==> src/rtl/mm_rom_loader_pkg.sv <==
// Shared modexp package: operand memory geometry,
// segment indices and loader state encoding.
package mm_rom_loader_pkg;

  localparam int DEF_DATA_W    = 16;
  localparam int DEF_ADDR_W    = 8;
  localparam int DEF_SEG_WORDS = 64;
  localparam int LEN_W         = 7;

  localparam logic [1:0] SEG_A       = 2'd0;
  localparam logic [1:0] SEG_B       = 2'd1;
  localparam logic [1:0] SEG_N       = 2'd2;
  localparam logic [1:0] SEG_SCRATCH = 2'd3;

  typedef enum logic [1:0] {
    S_IDLE = 2'd0,
    S_LOAD = 2'd1,
    S_PAD  = 2'd2,
    S_FIN  = 2'd3
  } state_t;

endpackage

==> src/rtl/mm_rom_loader.sv <==
// Streams len words into one operand segment, then
// zero-pads the remainder of the segment.
import mm_rom_loader_pkg::*;

module mm_rom_loader #(
  parameter int DATA_W    = DEF_DATA_W,
  parameter int ADDR_W    = DEF_ADDR_W,
  parameter int SEG_WORDS = DEF_SEG_WORDS
) (
  input  logic              clk,
  input  logic              rst_n,
  input  logic              start,
  input  logic [1:0]        seg_sel,
  input  logic [LEN_W-1:0]  len,
  input  logic              abort,
  input  logic              in_valid,
  input  logic [DATA_W-1:0] in_data,
  output logic              in_ready,
  output logic [ADDR_W-1:0] mem_addr,
  output logic [DATA_W-1:0] mem_din,
  output logic              mem_we,
  output logic              busy,
  output logic              done,
  output logic              err
);

  localparam logic [LEN_W-1:0] SEG_LEN = LEN_W'(SEG_WORDS);
  localparam logic [LEN_W-1:0] LAST    = LEN_W'(SEG_WORDS - 1);

  state_t            state, state_n;
  logic [1:0]        seg_q, seg_n;
  logic [LEN_W-1:0]  len_q, len_n;
  logic [LEN_W-1:0]  idx, idx_n, idx_inc;
  logic [ADDR_W-1:0] addr_n, wr_addr;
  logic [DATA_W-1:0] din_n;
  logic              we_n, done_n, err_n;
  logic              len_ok;

  assign in_ready = (state == S_LOAD);
  assign busy     = (state != S_IDLE);
  assign len_ok   = (len != '0) && (len <= SEG_LEN);
  assign idx_inc  = idx + LEN_W'(1);
  assign wr_addr  = ADDR_W'(seg_q) * ADDR_W'(SEG_WORDS)
                  + ADDR_W'(idx);

  always_comb begin
    state_n = state;
    seg_n   = seg_q;
    len_n   = len_q;
    idx_n   = idx;
    we_n    = 1'b0;
    addr_n  = mem_addr;
    din_n   = mem_din;
    done_n  = 1'b0;
    err_n   = 1'b0;
    unique case (state)
      S_IDLE: begin
        if (start && !abort) begin
          if (len_ok) begin
            state_n = S_LOAD;
            seg_n   = seg_sel;
            len_n   = len;
            idx_n   = '0;
          end else begin
            err_n = 1'b1;
          end
        end
      end
      S_LOAD: begin
        err_n = start;
        // abort drops a same-cycle word
        if (abort) begin
          state_n = S_IDLE;
        end else if (in_valid) begin
          we_n   = 1'b1;
          addr_n = wr_addr;
          din_n  = in_data;
          idx_n  = idx_inc;
          if (idx_inc == len_q)
            state_n = (len_q == SEG_LEN) ? S_FIN : S_PAD;
        end
      end
      S_PAD: begin
        err_n = start;
        if (abort) begin
          state_n = S_IDLE;
        end else begin
          we_n   = 1'b1;
          addr_n = wr_addr;
          din_n  = '0;
          idx_n  = idx_inc;
          if (idx == LAST)
            state_n = S_FIN;
        end
      end
      S_FIN: begin
        err_n   = start;
        done_n  = 1'b1;
        state_n = S_IDLE;
      end
      default: state_n = S_IDLE;
    endcase
  end

  always_ff @(posedge clk or negedge rst_n) begin
    if (!rst_n) begin
      state    <= S_IDLE;
      seg_q    <= '0;
      len_q    <= '0;
      idx      <= '0;
      mem_we   <= 1'b0;
      mem_addr <= '0;
      mem_din  <= '0;
      done     <= 1'b0;
      err      <= 1'b0;
    end else begin
      state    <= state_n;
      seg_q    <= seg_n;
      len_q    <= len_n;
      idx      <= idx_n;
      mem_we   <= we_n;
      mem_addr <= addr_n;
      mem_din  <= din_n;
      done     <= done_n;
      err      <= err_n;
    end
  end

endmodule

==> config.mk <==
export PLATFORM = sky130hd
export DESIGN_NAME = mm_rom_loader
export DESIGN_NICKNAME = d
export VERILOG_FILES = /design/src/rtl/mm_rom_loader_pkg.sv /design/src/rtl/mm_rom_loader.sv
export SDC_FILE = /design/constraint.sdc
export NUM_CORES = 1
export LEC_CHECK = 0
export BUFFER_PORTS_ARGS = -buffer_cell sky130_fd_sc_hd__buf_2
export CELL_PAD_IN_SITES_DETAIL_PLACEMENT = 2
export CELL_PAD_IN_SITES_GLOBAL_PLACEMENT = 2
export CORE_UTILIZATION = 34
export CTS_BUF_LIST = sky130_fd_sc_hd__clkbuf_8
export CTS_CLUSTER_DIAMETER = 100
export DETAILED_ROUTE_END_ITERATION = 6
export GPL_TIMING_DRIVEN = 0
export PLACE_DENSITY_LB_ADDON = 0.25
export SLEW_MARGIN = 20
export SYNTH_ARGS = -nofsm -noshare
export SYNTH_HDL_FRONTEND = slang
export SYNTH_SLANG_ARGS = --single-unit
==> constraint.sdc <==
create_clock -name clk -period 2.2 [get_ports clk]
set_clock_uncertainty 0.1 [all_clocks]
set_input_delay 0.22 -clock clk [delete_from_list [all_inputs] [get_ports clk]]
set_output_delay 0.22 -clock clk [all_outputs]
set_load 0.02 [all_outputs]
==> run_results.csv <==
group,metric,value,unit
grt,met3_usage,4.37,%
synth,ys_types,38,
sta,tightest_slew,588,ps
grt,overflow,0,
clocking,cts_buffers,5,
cells_and_area,area_growth,23.4,%
grt,groute.usage.overall,18.4,%
synth,synth_top_area_share,50.3,%
floorplan,die_w,83.2,um
cells_and_area,nFillCells,726,
floorplan,io_pins,59,
power,ir_drop,599,uV
placed_design,dp_hpwl,4330,um
grt,grt_antenna_before_repair,0,
worst_hold_path,worstHoldStart,"seg_sel[0]",
cells_and_area,finalNetCount,313,
sta,drv_slew,0,
clocking,tritoncts,"yes",
placed_design,port_buffers,58,
cells_and_area,fin_cells,354,
drt,routed_wl,5790,um
setup_path,rr_startpoint,"state[1]$_DFFE_PN0P_",
synth,synth.most_common_cell,"dfrtp_1",
synth,synth_seq_area_share,50.3,%
sta,clock.fmax,0.490,GHz
floorplan,core.rowCount,29,
cells_and_area,diodes,0,
setup_path,path_class,"reg -> reg",
setup_path,r2r-end,"mem_addr[6]$_DFFE_PN0P_",
synth,netlist_top_cells_area,"dfrtp_1, nand2b_1, o21ai_0",
drt,drt_iter0_drc,41,
synth,yosys_warnings,0,
setup_path,crit_required,2290,ps
clocking,cts_sinks,45,
cells_and_area,drive_gt1_share,32.5,%
synth,synth_top_area_cell,"dfrtp_1",
drt,wire_per_inst,16.3,um
synth,synth_seq_cells,45,
drt,drt_pass1_iterations,4,
drt,drtAntennaViolNets,0,
placed_design,gp_congestion,0.730,
setup_path,reg2reg_depth,6,
floorplan,coreArea,6350,sq um
sta,slew_headroom,60.8,%
job,cap_violations,0,
drt,vias,1791,
worst_hold_path,holdPathStages,2,
placed_design,place_inst,345,
clocking,clk_latency,300,ps
worst_hold_path,min_path_type,"in -> reg",
grt,first_global_vias,2010,
sta,fin_crit,2040,ps
clocking,htreeDepth,2,
clocking,clk_pin_slew_worst_paths,90,ps
power,leakage,1.33,nW
grt,met2_usage,32.6,%
drt,drc,0,
worst_hold_path,hold_end,"seg_q[0]$_DFFE_PN0P_",
synth,syn_area,2240,sq um
synth,syn_avg_cell_area,10.7,sq um
grt,grt_use_met1,22.2,%
sta,period_share,92.8,%
drt,vias_per_cell,5.06,
setup_path,arrival,2130,ps
sta,hold_viol_final,0,
grt,grt_max_degree,46,
run_status,outcome,"complete, no violations",
setup_path,critPathCaptureType,"flip-flop",
synth,post_synth_inst_count,210,
setup_path,reg2reg_slack,160,ps
clocking,clockBufferDepth,2,
grt,top_usage_layer,"met2",
synth,ys_top_cells_by_count,"dfrtp_1, o21ai_0, nand2_1",
synth,synth_edf_count,0,
floorplan,die_h,83.2,um
synth,synthArstFlopShare,100,%
floorplan,die_area,6920,sq um
power,power,3.96,mW
setup_path,cp_max_fo,10,
floorplan,start_util,35.3,%
power,p_per_area,1430,nW/um^2
synth,synthesis.nets,247,
setup_path,startpoint_type,"flip-flop",
sta,finalSetupViolCount,0,
clocking,cts_root_buf,"clkbuf_8",
synth,ys.flop_type,"dfrtp_1",
grt,grt_pass1_wl,9980,um
sta,rsz0062_at_grt,"yes",
-- flip-flops by register name, indices dropped and copies added (netlist names) --
register and flops:
done 1, err 1, idx 7, len_q 7
mem_addr 8, mem_din 16, mem_we 1, seg_q 2
state 2
-- worst max-delay path, cell delays in order (launching register included) --
cell and delay [ps]:
dfrtp_1 410, inv_1 140, ha_1 340, nand2b_1 160, nand3_2 170, clkbuf_2 260, mux2_1 350
-- timing repair --
action / in CTS / in global routing
setup buffers: 0 / 0
endpoints found under the hold margin: 0 / 45
gates resized for setup: 5 / 3
hold buffers: 0 / 1
pin swaps: 0 / 1
endpoints found under the setup margin: 8 / 25
-- metrics by stage --
stage	setup TNS (ps)	setup slack, ps	hold slack, ps	cell area (sq um)	util (%)
6_report	0	158	25.8	2760	43.5
4_1_cts	0	0.0404	23.1	2740	43.1
3_3_place_gp	-188	-54.1	347	2630	41.4
2_1_floorplan	0	186	-176	2240	-
3_5_place_dp	-574	-125	346	2630	41.4
5_1_grt	-4.31	-4.31	19.1	2760	43.5
-- where the power goes --
group	switching, mW	leakage [nW]	internal, mW
combinational	1.20	0.708	0.763
clock	0.295	0.0512	0.255
sequential	0.265	0.566	1.18
total	1.76	1.33	2.19
-- routing by layer --
| layer | routed length [um] | share of wire [%] |
|---|---|---|
| met1 | 2500 | 43 |
| met2 | 2990 | 52 |
| met3 | 238 | 4.1 |
| met4 | 59 | 1.0 |
| met5 | 0 | 0 |
-- cell type report --
type / instances / area, sq um / share of cell area [%]
Buffer: 7 / 28.8 / 1.04
Clock buffer: 6 / 82.6 / 2.99
Clock inverter: 2 / 13.8 / 0.498
Inverter: 6 / 22.5 / 0.815
Multi-Input combinational cell: 152 / 1090 / 39.4
Sequential cell: 45 / 1130 / 40.9
Tap cell: 77 / 96.3 / 3.49
Timing Repair Buffer: 59 / 303 / 11.0
-- layout by cell type, fill, tap and decap left out, types with 7 or more instances in the layout --
cell	count
nand2b_1	20
dfrtp_1	43
mux2_1	7
buf_2	58
xnor2_1	7
mux2_2	8
nand2_1	23
o21ai_0	25
-- cells by family (layout without fill, tap and decap cells) --
group                    after synthesis  after routing  share of synthesized area, %
AO/OA/AOI/OAI                         46             46                          12.1
XOR/XNOR                              11             11                          4.30
adder cells (fa/ha/maj)                7              7                          3.91
buffers and inverters                 13             80                          2.23
flip-flops                            45             45                          50.3
multiplexers                          18             18                          8.88
AND/OR/NAND/NOR                       70             70                          18.3
-- worst max-delay path by stage --
| stage | start | to | cells after the start |
|---|---|---|---|
| after floorplan | idx[0]$_DFFE_PN0P_ | state[0]$_DFFE_PN0P_ | 7 |
| after global placement | idx[0]$_DFFE_PN0P_ | state[0]$_DFFE_PN0P_ | 7 |
| after detailed placement | idx[0]$_DFFE_PN0P_ | state[0]$_DFFE_PN0P_ | 7 |
| after CTS | idx[0]$_DFFE_PN0P_ | state[0]$_DFFE_PN0P_ | 7 |
| after global routing | idx[0]$_DFFE_PN0P_ | state[0]$_DFFE_PN0P_ | 7 |
| final | state[1]$_DFFE_PN0P_ | mem_addr[6]$_DFFE_PN0P_ | 6 |
Power figures use the tool's default switching activity.
